===== src/rtl/pipe_ctrl_pkg.sv =====
// Shared constants for the pipeline control unit: opcodes, ALUOp codes and the
// bit layout of the control bundle {ALUSrc, ALUOp, RegDst, MemRead, MemWrite, RegWrite, MemtoReg}.
package pipe_ctrl_pkg;

    localparam logic [5:0] OP_RTYPE = 6'b000000;
    localparam logic [5:0] OP_J     = 6'b000010;
    localparam logic [5:0] OP_BEQ   = 6'b000100;
    localparam logic [5:0] OP_BNE   = 6'b000101;
    localparam logic [5:0] OP_ADDI  = 6'b001000;
    localparam logic [5:0] OP_SLTI  = 6'b001010;
    localparam logic [5:0] OP_ANDI  = 6'b001100;
    localparam logic [5:0] OP_ORI   = 6'b001101;
    localparam logic [5:0] OP_LW    = 6'b100011;
    localparam logic [5:0] OP_SW    = 6'b101011;

    localparam int ALUOP_CODE_W = 3;
    localparam logic [ALUOP_CODE_W-1:0] ALU_ADD   = 3'b000;
    localparam logic [ALUOP_CODE_W-1:0] ALU_SUB   = 3'b001;
    localparam logic [ALUOP_CODE_W-1:0] ALU_FUNCT = 3'b010;
    localparam logic [ALUOP_CODE_W-1:0] ALU_AND   = 3'b011;
    localparam logic [ALUOP_CODE_W-1:0] ALU_OR    = 3'b100;
    localparam logic [ALUOP_CODE_W-1:0] ALU_SLT   = 3'b101;

    // Low fields sit at fixed positions; ALUSrc floats above the ALUOp field.
    localparam int WB_W         = 2;
    localparam int MEM_W        = 2;
    localparam int WB_LSB       = 0;
    localparam int MEMTOREG_BIT = 0;
    localparam int REGWRITE_BIT = 1;
    localparam int MEM_LSB      = 2;
    localparam int MEMWRITE_BIT = 2;
    localparam int MEMREAD_BIT  = 3;
    localparam int EX_LSB       = 4;
    localparam int REGDST_BIT   = 4;
    localparam int ALUOP_LSB    = 5;

    function automatic int bundle_w(input int aluop_w);
        return aluop_w + 6;
    endfunction

    localparam int MAX_BUNDLE_W = 64;
    localparam logic [MAX_BUNDLE_W-1:0] BUBBLE = '0;

endpackage


===== src/rtl/pipe_ctrl_decode.sv =====
// Combinational opcode decoder: control bundle, illegal-opcode flag and whether
// the instruction reads rt as a source operand.
module pipe_ctrl_decode
    import pipe_ctrl_pkg::*;
#(
    parameter int ALUOP_W = 3
) (
    input  logic [5:0]         op_i,
    input  logic               valid_i,
    output logic [ALUOP_W+5:0] bundle_o,
    output logic               illegal_o,
    output logic               uses_rt_o
);

    logic                    alu_src;
    logic                    reg_dst;
    logic                    mem_read;
    logic                    mem_write;
    logic                    reg_write;
    logic                    mem_to_reg;
    logic                    known;
    logic [ALUOP_CODE_W-1:0] alu_code;
    logic [ALUOP_W-1:0]      aluop_ext;

    always_comb begin
        alu_src    = 1'b0;
        reg_dst    = 1'b0;
        mem_read   = 1'b0;
        mem_write  = 1'b0;
        reg_write  = 1'b0;
        mem_to_reg = 1'b0;
        known      = 1'b1;
        uses_rt_o  = 1'b0;
        alu_code   = ALU_ADD;
        case (op_i)
            OP_RTYPE: begin
                alu_src   = 1'b1;
                alu_code  = ALU_FUNCT;
                reg_write = 1'b1;
                uses_rt_o = 1'b1;
            end
            OP_ADDI, OP_ANDI, OP_ORI, OP_SLTI: begin
                reg_dst   = 1'b1;
                reg_write = 1'b1;
                if (op_i == OP_ANDI)      alu_code = ALU_AND;
                else if (op_i == OP_ORI)  alu_code = ALU_OR;
                else if (op_i == OP_SLTI) alu_code = ALU_SLT;
            end
            OP_LW: begin
                reg_dst    = 1'b1;
                mem_read   = 1'b1;
                reg_write  = 1'b1;
                mem_to_reg = 1'b1;
            end
            OP_SW: begin
                mem_write = 1'b1;
                uses_rt_o = 1'b1;
            end
            OP_BEQ, OP_BNE: begin
                alu_src   = 1'b1;
                alu_code  = ALU_SUB;
                uses_rt_o = 1'b1;
            end
            OP_J: ;
            default: known = 1'b0;
        endcase

        aluop_ext = '0;
        aluop_ext[ALUOP_CODE_W-1:0] = alu_code;

        // Empty slots and unknown opcodes both travel down the pipe as a bubble.
        bundle_o = BUBBLE[ALUOP_W+5:0];
        if (valid_i && known) begin
            bundle_o[ALUOP_LSB+ALUOP_W]         = alu_src;
            bundle_o[ALUOP_LSB +: ALUOP_W]      = aluop_ext;
            bundle_o[REGDST_BIT]                = reg_dst;
            bundle_o[MEMREAD_BIT]               = mem_read;
            bundle_o[MEMWRITE_BIT]              = mem_write;
            bundle_o[REGWRITE_BIT]              = reg_write;
            bundle_o[MEMTOREG_BIT]              = mem_to_reg;
        end
        illegal_o = valid_i & ~known;
    end

endmodule


===== src/rtl/pipe_ctrl_unit.sv =====
// Pipeline control unit: decode, ID/EX..MEM/WB control registers, load-use stall and
// branch/jump redirect. Define PIPE_CTRL_PERF_EN to add stall/flush event counters.
module pipe_ctrl_unit
    import pipe_ctrl_pkg::*;
#(
    parameter int ALUOP_W    = 3,
    parameter int REG_ADDR_W = 5
) (
    input  logic                  clk_i,
    input  logic                  rst_i,
    input  logic [5:0]            op_i,
    input  logic [REG_ADDR_W-1:0] rs_i,
    input  logic [REG_ADDR_W-1:0] rt_i,
    input  logic                  id_valid_i,
    input  logic                  regs_equal_i,
    output logic                  pc_write_o,
    output logic                  ifid_write_o,
    output logic                  flush_o,
    output logic                  jump_o,
    output logic                  branch_taken_o,
    output logic                  illegal_o,
    output logic [ALUOP_W+1:0]    ex_ctrl_o,
    output logic [MEM_W-1:0]      mem_ctrl_o,
    output logic [WB_W-1:0]       wb_ctrl_o
`ifdef PIPE_CTRL_PERF_EN
    ,
    output logic [31:0]           stall_cnt_o,
    output logic [31:0]           flush_cnt_o
`endif
);

    localparam int BW = bundle_w(ALUOP_W);

    logic [BW-1:0]            dec_bundle;
    logic                     uses_rt;
    logic [BW-1:0]            idex_d;
    logic [BW-1:0]            idex_q;
    logic [MEM_W+WB_W-1:0]    exmem_q;
    logic [WB_W-1:0]          memwb_q;
    logic [REG_ADDR_W-1:0]    idex_rt_q;
    logic                     load_use;
    logic                     redirect_ok;

    pipe_ctrl_decode #(
        .ALUOP_W (ALUOP_W)
    ) u_decode (
        .op_i      (op_i),
        .valid_i   (id_valid_i),
        .bundle_o  (dec_bundle),
        .illegal_o (illegal_o),
        .uses_rt_o (uses_rt)
    );

    always_comb begin
        load_use = idex_q[MEMREAD_BIT] & id_valid_i &
                   ((idex_rt_q == rs_i) | (uses_rt & (idex_rt_q == rt_i)));
        // A stall suppresses redirect; the held branch is re-evaluated next cycle.
        redirect_ok    = id_valid_i & ~load_use;
        jump_o         = redirect_ok & (op_i == OP_J);
        branch_taken_o = redirect_ok & (((op_i == OP_BEQ) & regs_equal_i) |
                                        ((op_i == OP_BNE) & ~regs_equal_i));
        flush_o        = jump_o | branch_taken_o;
        pc_write_o     = ~load_use;
        ifid_write_o   = ~load_use;
        idex_d         = load_use ? BUBBLE[BW-1:0] : dec_bundle;
    end

    always_ff @(posedge clk_i) begin
        if (rst_i) begin
            idex_q    <= '0;
            exmem_q   <= '0;
            memwb_q   <= '0;
            idex_rt_q <= '0;
        end else begin
            idex_q    <= idex_d;
            exmem_q   <= idex_q[WB_LSB +: MEM_W+WB_W];
            memwb_q   <= exmem_q[WB_LSB +: WB_W];
            idex_rt_q <= rt_i;
        end
    end

    assign ex_ctrl_o  = idex_q[BW-1:EX_LSB];
    assign mem_ctrl_o = exmem_q[MEM_LSB +: MEM_W];
    assign wb_ctrl_o  = memwb_q;

`ifdef PIPE_CTRL_PERF_EN
    logic [31:0] stall_cnt_d;
    logic [31:0] stall_cnt_q;
    logic [31:0] flush_cnt_d;
    logic [31:0] flush_cnt_q;

    always_comb begin
        stall_cnt_d = stall_cnt_q + {31'd0, load_use};
        flush_cnt_d = flush_cnt_q + {31'd0, flush_o};
    end

    always_ff @(posedge clk_i) begin
        if (rst_i) begin
            stall_cnt_q <= '0;
            flush_cnt_q <= '0;
        end else begin
            stall_cnt_q <= stall_cnt_d;
            flush_cnt_q <= flush_cnt_d;
        end
    end

    assign stall_cnt_o = stall_cnt_q;
    assign flush_cnt_o = flush_cnt_q;
`endif

endmodule


===== config.mk =====
export PLATFORM = sky130hd
export DESIGN_NAME = pipe_ctrl_unit
export DESIGN_NICKNAME = d
export VERILOG_FILES = /design/src/rtl/pipe_ctrl_pkg.sv /design/src/rtl/pipe_ctrl_decode.sv /design/src/rtl/pipe_ctrl_unit.sv
export SDC_FILE = /design/constraint.sdc
export NUM_CORES = 1
export LEC_CHECK = 0
export ABC_AREA = 0
export BUFFER_PORTS_ARGS = -buffer_cell sky130_fd_sc_hd__buf_4
export CAP_MARGIN = 20
export CORE_MARGIN = 5
export CORE_UTILIZATION = 42
export CTS_CLUSTER_DIAMETER = 120
export DETAILED_ROUTE_END_ITERATION = 6
export PLACE_DENSITY = 0.75
export RECOVER_POWER = 50
export SETUP_SLACK_MARGIN = 0.1
export SKIP_CTS_REPAIR_TIMING = 1
export SYNTH_ARGS = -nofsm -noshare
export SYNTH_HDL_FRONTEND = slang
export SYNTH_SLANG_ARGS = --single-unit

===== constraint.sdc =====
create_clock -name clk_i -period 1.9 [get_ports clk_i]
set_input_delay 0.38 -clock clk_i [delete_from_list [all_inputs] [get_ports clk_i]]
set_output_delay 0.38 -clock clk_i [all_outputs]
set_load 0.01 [all_outputs]

==> impl_metrics.tcl, run 1 <==
set metrics [dict create \
    fin_cells 169 \
    drt_iter0_markers 11 \
    vias 806 \
    crit_required_ps 1520 \
    track_usage_pct 12.6 \
    gr-total-overflow 0 \
    final_common_cell "buf_4" \
    core_um2 2150 \
    hold_path.class "input pin to flip-flop" \
    wl_mm 2.04 \
    yosysSeqAreaShare_pct 39.2 \
    rows 17 \
    vias_per_cell 4.77 \
    placedCellCount 165 \
    dr.pass1.iters 4 \
    num-fill-cells 199 \
    nets 162 \
    syn_area_um2 918 \
    insertion_delay_ps 290 \
    postSynthAreaPerCell_um2 8.75 \
    post-route-period-util_pct 118 \
    cts_sinks 18 \
    die_w_um 56.8 \
    timing_worst_setup_path_type "flip-flop to output pin" \
    relSlewSlack_pct 64.2 \
    power_uw 754 \
    critPathMaxFanout 3 \
    max_freq_mhz 447 \
    cts_tree "built" \
    dp_hpwl_mm 1.62 \
    cts-root-buf "clkbuf_4" \
    cellPowerDensity_nw_per_um2 604 \
    skew_ps 15.8 \
    min_from "rt_i[2]" \
    io_pins 35 \
    grt_max_degree 13 \
    final_cell_mix "buf_4 (37), dfxtp_1 (17), nor2b_1 (12)" \
    fin_ws_ps -336 \
    hold_viol 0 \
    setup_viol 4 \
    cp-end-kind "output pin" \
    leakage_uw 0.000528 \
    portBuffers 34 \
    dieHeight_um 56.8 \
    tightest_slew_ps 537 \
    start_kind "flip-flop" \
    syn-num-nets 125 \
    route.detailed.drc 0 \
    start_util_pct 42.7 \
    grt_pass1_wl_mm 3.23 \
    synthCells 105 \
    clk_pin_slew_ps 100 \
    cts_max_level 1 \
    post_route_cells_drive_above_1_share_pct 36.2 \
    grt_pass1_vias 772 \
    synth_warnings 0 \
    ant_nets 0 \
    regArea_um2 362 \
    violations "negative setup slack" \
    multiInputGateArea_um2 508 \
    antenna_found_initial 0 \
    cap_violations 0 \
    rr_startpoint "idex_rt_q[1]" \
    numCtsBuffers 3 \
    die-area_um2 3220 \
    finalWeightedCongestion 0.853 \
    ys_ff_latch 18 \
    clk_path_buf_depth 2 \
    cp.arrival_ps 1860 \
    period_needed_ps 2240 \
    area_growth_pct 36.0 \
    drv_slew 0 \
    startpoint "idex_rt_q[1]" \
    peakVddDrop_mv 0.530 \
    wl_per_cell_um 12.1 \
    antenna_cells 0 \
    ys_types 25 \
    rsz0062_at_grt "true" \
    status "finished, violations left" \
]
## per-layer routing
layer  part of all wire [%]  track usage (%)  wire, µm
met5                      0                0         0
met3                    6.1             5.06       125
met1                     42             13.9       854
met2                     52             21.3      1060
met4                      0             5.63         0
## Yosys cell counts
cell type  number  area (µm²)
dfxtp_1        18         360
nor2b_1        12        75.1
buf_4           8        60.1
xnor2_1         8        70.1
a21oi_1         7        35.0
nor2_1          7        26.3
nor3_1          7        35.0
nand2_1         6        22.5
nand3_1         4        20.0
o211ai_1        4        30.0
xor2_1          4        35.0
inv_1           3        11.3
a211oi_1        2        15.0
clkbuf_1        2        7.51
nand2b_1        2        12.5
nor4_1          2        12.5
a32oi_1         1        8.76
and3b_1         1        8.76
and4b_1         1        10.0
nor4b_4         1        23.8
o21a_1          1        7.51
o21bai_1        1        7.51
or2_2           1        6.26
or3_1           1        6.26
or4_4           1        11.3
## path summary, 6_finish.rpt
check,endpoint,slack [ps],cells past startpoint
worst max-delay path,flush_o,-340,5
worst min register to register,exmem_q[2],450,1
worst min-delay path,idex_rt_q[2],310,2
worst max register to register,idex_q[4],190,5
## cell type report
| type | instances | share of cell area (%) |
|---|---|---|
| Multi-Input combinational cell | 74 | 40.7 |
| Sequential cell | 18 | 29.0 |
| Timing Repair Buffer | 42 | 23.7 |
| Clock buffer | 4 | 2.91 |
| Tap cell | 28 | 2.81 |
| Inverter | 3 | 0.902 |
## report_power, final
part           internal [µW]  switching [µW]  leakage, µW
registers                385            4.90     0.000147
clock network            117             109    0.0000210
logic                   72.4            66.5     0.000360
total                    574             181     0.000528
## per-stage QoR
stage / hold slack (ps) / setup WS (ps) / setup TNS (ps) / cell area [µm²] / util [%]
finish: 311 / -336 / -1140 / 1250 / 58.1
detailed placement: 434 / -193 / -571 / 1210 / 56.3
global placement: 416 / -174 / -479 / 1210 / 56.3
global route: 303 / -403 / -1520 / 1250 / 58.1
floorplan: 414 / -86.9 / -158 / 927 / -
CTS: 309 / -354 / -1220 / 1240 / 57.9
## critical path: stages, from the launching register on
cell     delay, ps
dfxtp_2        340
xor2_1         150
or4_4          530
nor4b_4        290
nor3_1         100
buf_4          150
## registers in the layout, summed over array words and instances, names as in the netlist
register	count
wb_ctrl_o	2
idex_rt_q	5
idex_q	8
exmem_q	3
## cells by family (layout without fill, tap and decap cells)
logic type	Yosys count	after routing	share of synthesized area (%)
and+or+nand+nor	46	46	29.4
DFF	18	18	39.2
AOI/OAI and AO/OA	16	16	11.3
buffers and inverters	13	49	8.58
xor gates and xnor gates	12	12	11.4
Note: power is estimated with default switching activity, not from simulation.
==> run 2, diff against run 1 <==
--- a/config.mk
+++ b/config.mk
@@ -9,10 +9,10 @@
 export BUFFER_PORTS_ARGS = -buffer_cell sky130_fd_sc_hd__buf_4
 export CAP_MARGIN = 20
 export CORE_MARGIN = 5
-export CORE_UTILIZATION = 42
+export CORE_UTILIZATION = 35
 export CTS_CLUSTER_DIAMETER = 120
 export DETAILED_ROUTE_END_ITERATION = 6
-export PLACE_DENSITY = 0.75
+export PLACE_DENSITY = 0.65
 export RECOVER_POWER = 50
 export SETUP_SLACK_MARGIN = 0.1
 export SKIP_CTS_REPAIR_TIMING = 1
==> impl_metrics.tcl, run 2 (same netlist as run 1, synthesis figures left out) <==
set metrics [dict create \
    relSlewSlack_pct 52.3 \
    track_usage_pct 11.8 \
    hold_viol 0 \
    vias_per_cell 4.90 \
    fin_ws_ps -333 \
    core_um2 2500 \
    ant_nets 0 \
    gr-total-overflow 0 \
    clk_path_buf_depth 2 \
    grt_max_degree 13 \
    crit_path_max_incr_delay_ps 540 \
    timing_worst_setup_path_type "flip-flop to output pin" \
    numCtsBuffers 3 \
    rows 18 \
    final_design_area_no_fill_um2 1340 \
    critPathMaxFanout 3 \
    clk_pin_slew_ps 120 \
    leakage_uw 0.000539 \
    cts_max_level 1 \
    num-fill-cells 244 \
    grt_pass1_vias 777 \
    final_core_util_pct 53.5 \
    post_dp_cell_area_um2 1210 \
    cp_top_family "simple AND/OR/NAND/NOR gates" \
    dr.pass1.iters 4 \
    ff2ff_path_depth 6 \
    insertion_delay_ps 300 \
    start_util_pct 36.7 \
    wl_mm 2.27 \
    hold_path.class "input pin to flip-flop" \
    cp.arrival_ps 1850 \
    cts_sinks 18 \
    die_w_um 61.2 \
    setup_viol 4 \
    die-area_um2 3750 \
    wl_per_cell_um 13.2 \
    vias 842 \
    finalWeightedCongestion 0.861 \
    path_buf_inv 1 \
    largest_reg_flops 8 \
    crit_required_ps 1520 \
    cts_tree "built" \
    portBuffers 34 \
    power_uw 782 \
    min_path_cells 2 \
    cp-end-kind "output pin" \
    tightest_slew_ps 712 \
    skew_ps 17.9 \
    nets 163 \
    route.detailed.drc 0 \
    post-route-period-util_pct 118 \
    cp.depth 5 \
    antenna_found_initial 0 \
    path_cells "xor2_1 -> or4_4 -> nor4b_4 -> nor3_1 -> buf_4" \
    drv_slew 0 \
    dp_hpwl_mm 1.66 \
    regMostFlops "idex_q" \
    max_freq_mhz 448 \
    violations "negative setup slack" \
    antenna_cells 0 \
    final_cell_mix "buf_4 (36), dfxtp_1 (16), nor2b_1 (12)" \
    drt_iter0_markers 21 \
    cellPowerDensity_nw_per_um2 585 \
    dieHeight_um 61.2 \
    multiInputGateArea_um2 577 \
    regArea_um2 363 \
    post_route_cells_drive_above_1_share_pct 43.0 \
    area_growth_pct 45.6 \
    period_needed_ps 2230 \
    start_kind "flip-flop" \
    cts-root-buf "clkbuf_4" \
    status "finished, violations left" \
    rsz0062_at_grt "true" \
    cp_slowest_cell "or4_4" \
    final_common_cell "buf_4" \
    peakVddDrop_mv 0.333 \
    cap_violations 0 \
    io_pins 35 \
    reg.largest.list "idex_q: 8 flops, idex_rt_q: 5 flops, exmem_q: 3 flops" \
    grt_pass1_wl_mm 3.27 \
]
[run 2: cell types whose count changed in the layout (fill, tap and decap cells not counted), moves of 2 or more]
cell,before,now
nor3_1,7,1
nor3_2,0,5
a211oi_1,2,0
a211oi_2,0,2
[run 2: layout make-up]
class,instances,share of cell area (%)
tap,30,2.81
timing repair buffer,43,23.4
multi-input combinational,74,43.1
inverter,3,0.842
clock buffer,4,2.71
sequential,18,27.1
[run 2: worst paths after layout]
path,start,endpoint,slack (ps)
max,idex_rt_q[1],flush_o,-330
min,rt_i[2],idex_rt_q[2],300
max reg2reg,idex_rt_q[1],idex_q[2],110
min reg2reg,exmem_q[1],wb_ctrl_o[1],450
[run 2: power breakdown]
part / switching [µW] / total, µW / internal [µW]
clock: 127 / 244 / 117
combinational: 73.5 / 147 / 73.7
sequential: 5.74 / 391 / 385
total: 206 / 782 / 575
[run 2: worst reg2reg max path: stages (launching register included)]
cell and delay [ps]:
dfxtp_2 350, xor2_1 150, or4_4 540, nor4b_4 270, buf_4 170, buf_12 130, nor3_2 50
[run 2: metal layers]
layer / wire, µm / GRT usage [%] / up-vias
met5: 0 / 0 / -
met4: 10 / 5.57 / 0
met3: 194 / 4.19 / 2
met2: 1110 / 19.0 / 34
met1: 953 / 14.1 / 376
li1: - / - / 430
[run 2: through the flow]
step / setup WS, ps / hold WS, ps / TNS (ps) / instances
3_3_place_gp: -154 / 419 / -499 / 167
2_1_floorplan: -86.9 / 414 / -158 / 105
3_5_place_dp: -170 / 430 / -563 / 167
4_1_cts: -341 / 294 / -1270 / 171
6_report: -333 / 299 / -1250 / 172
5_1_grt: -388 / 306 / -1540 / 172
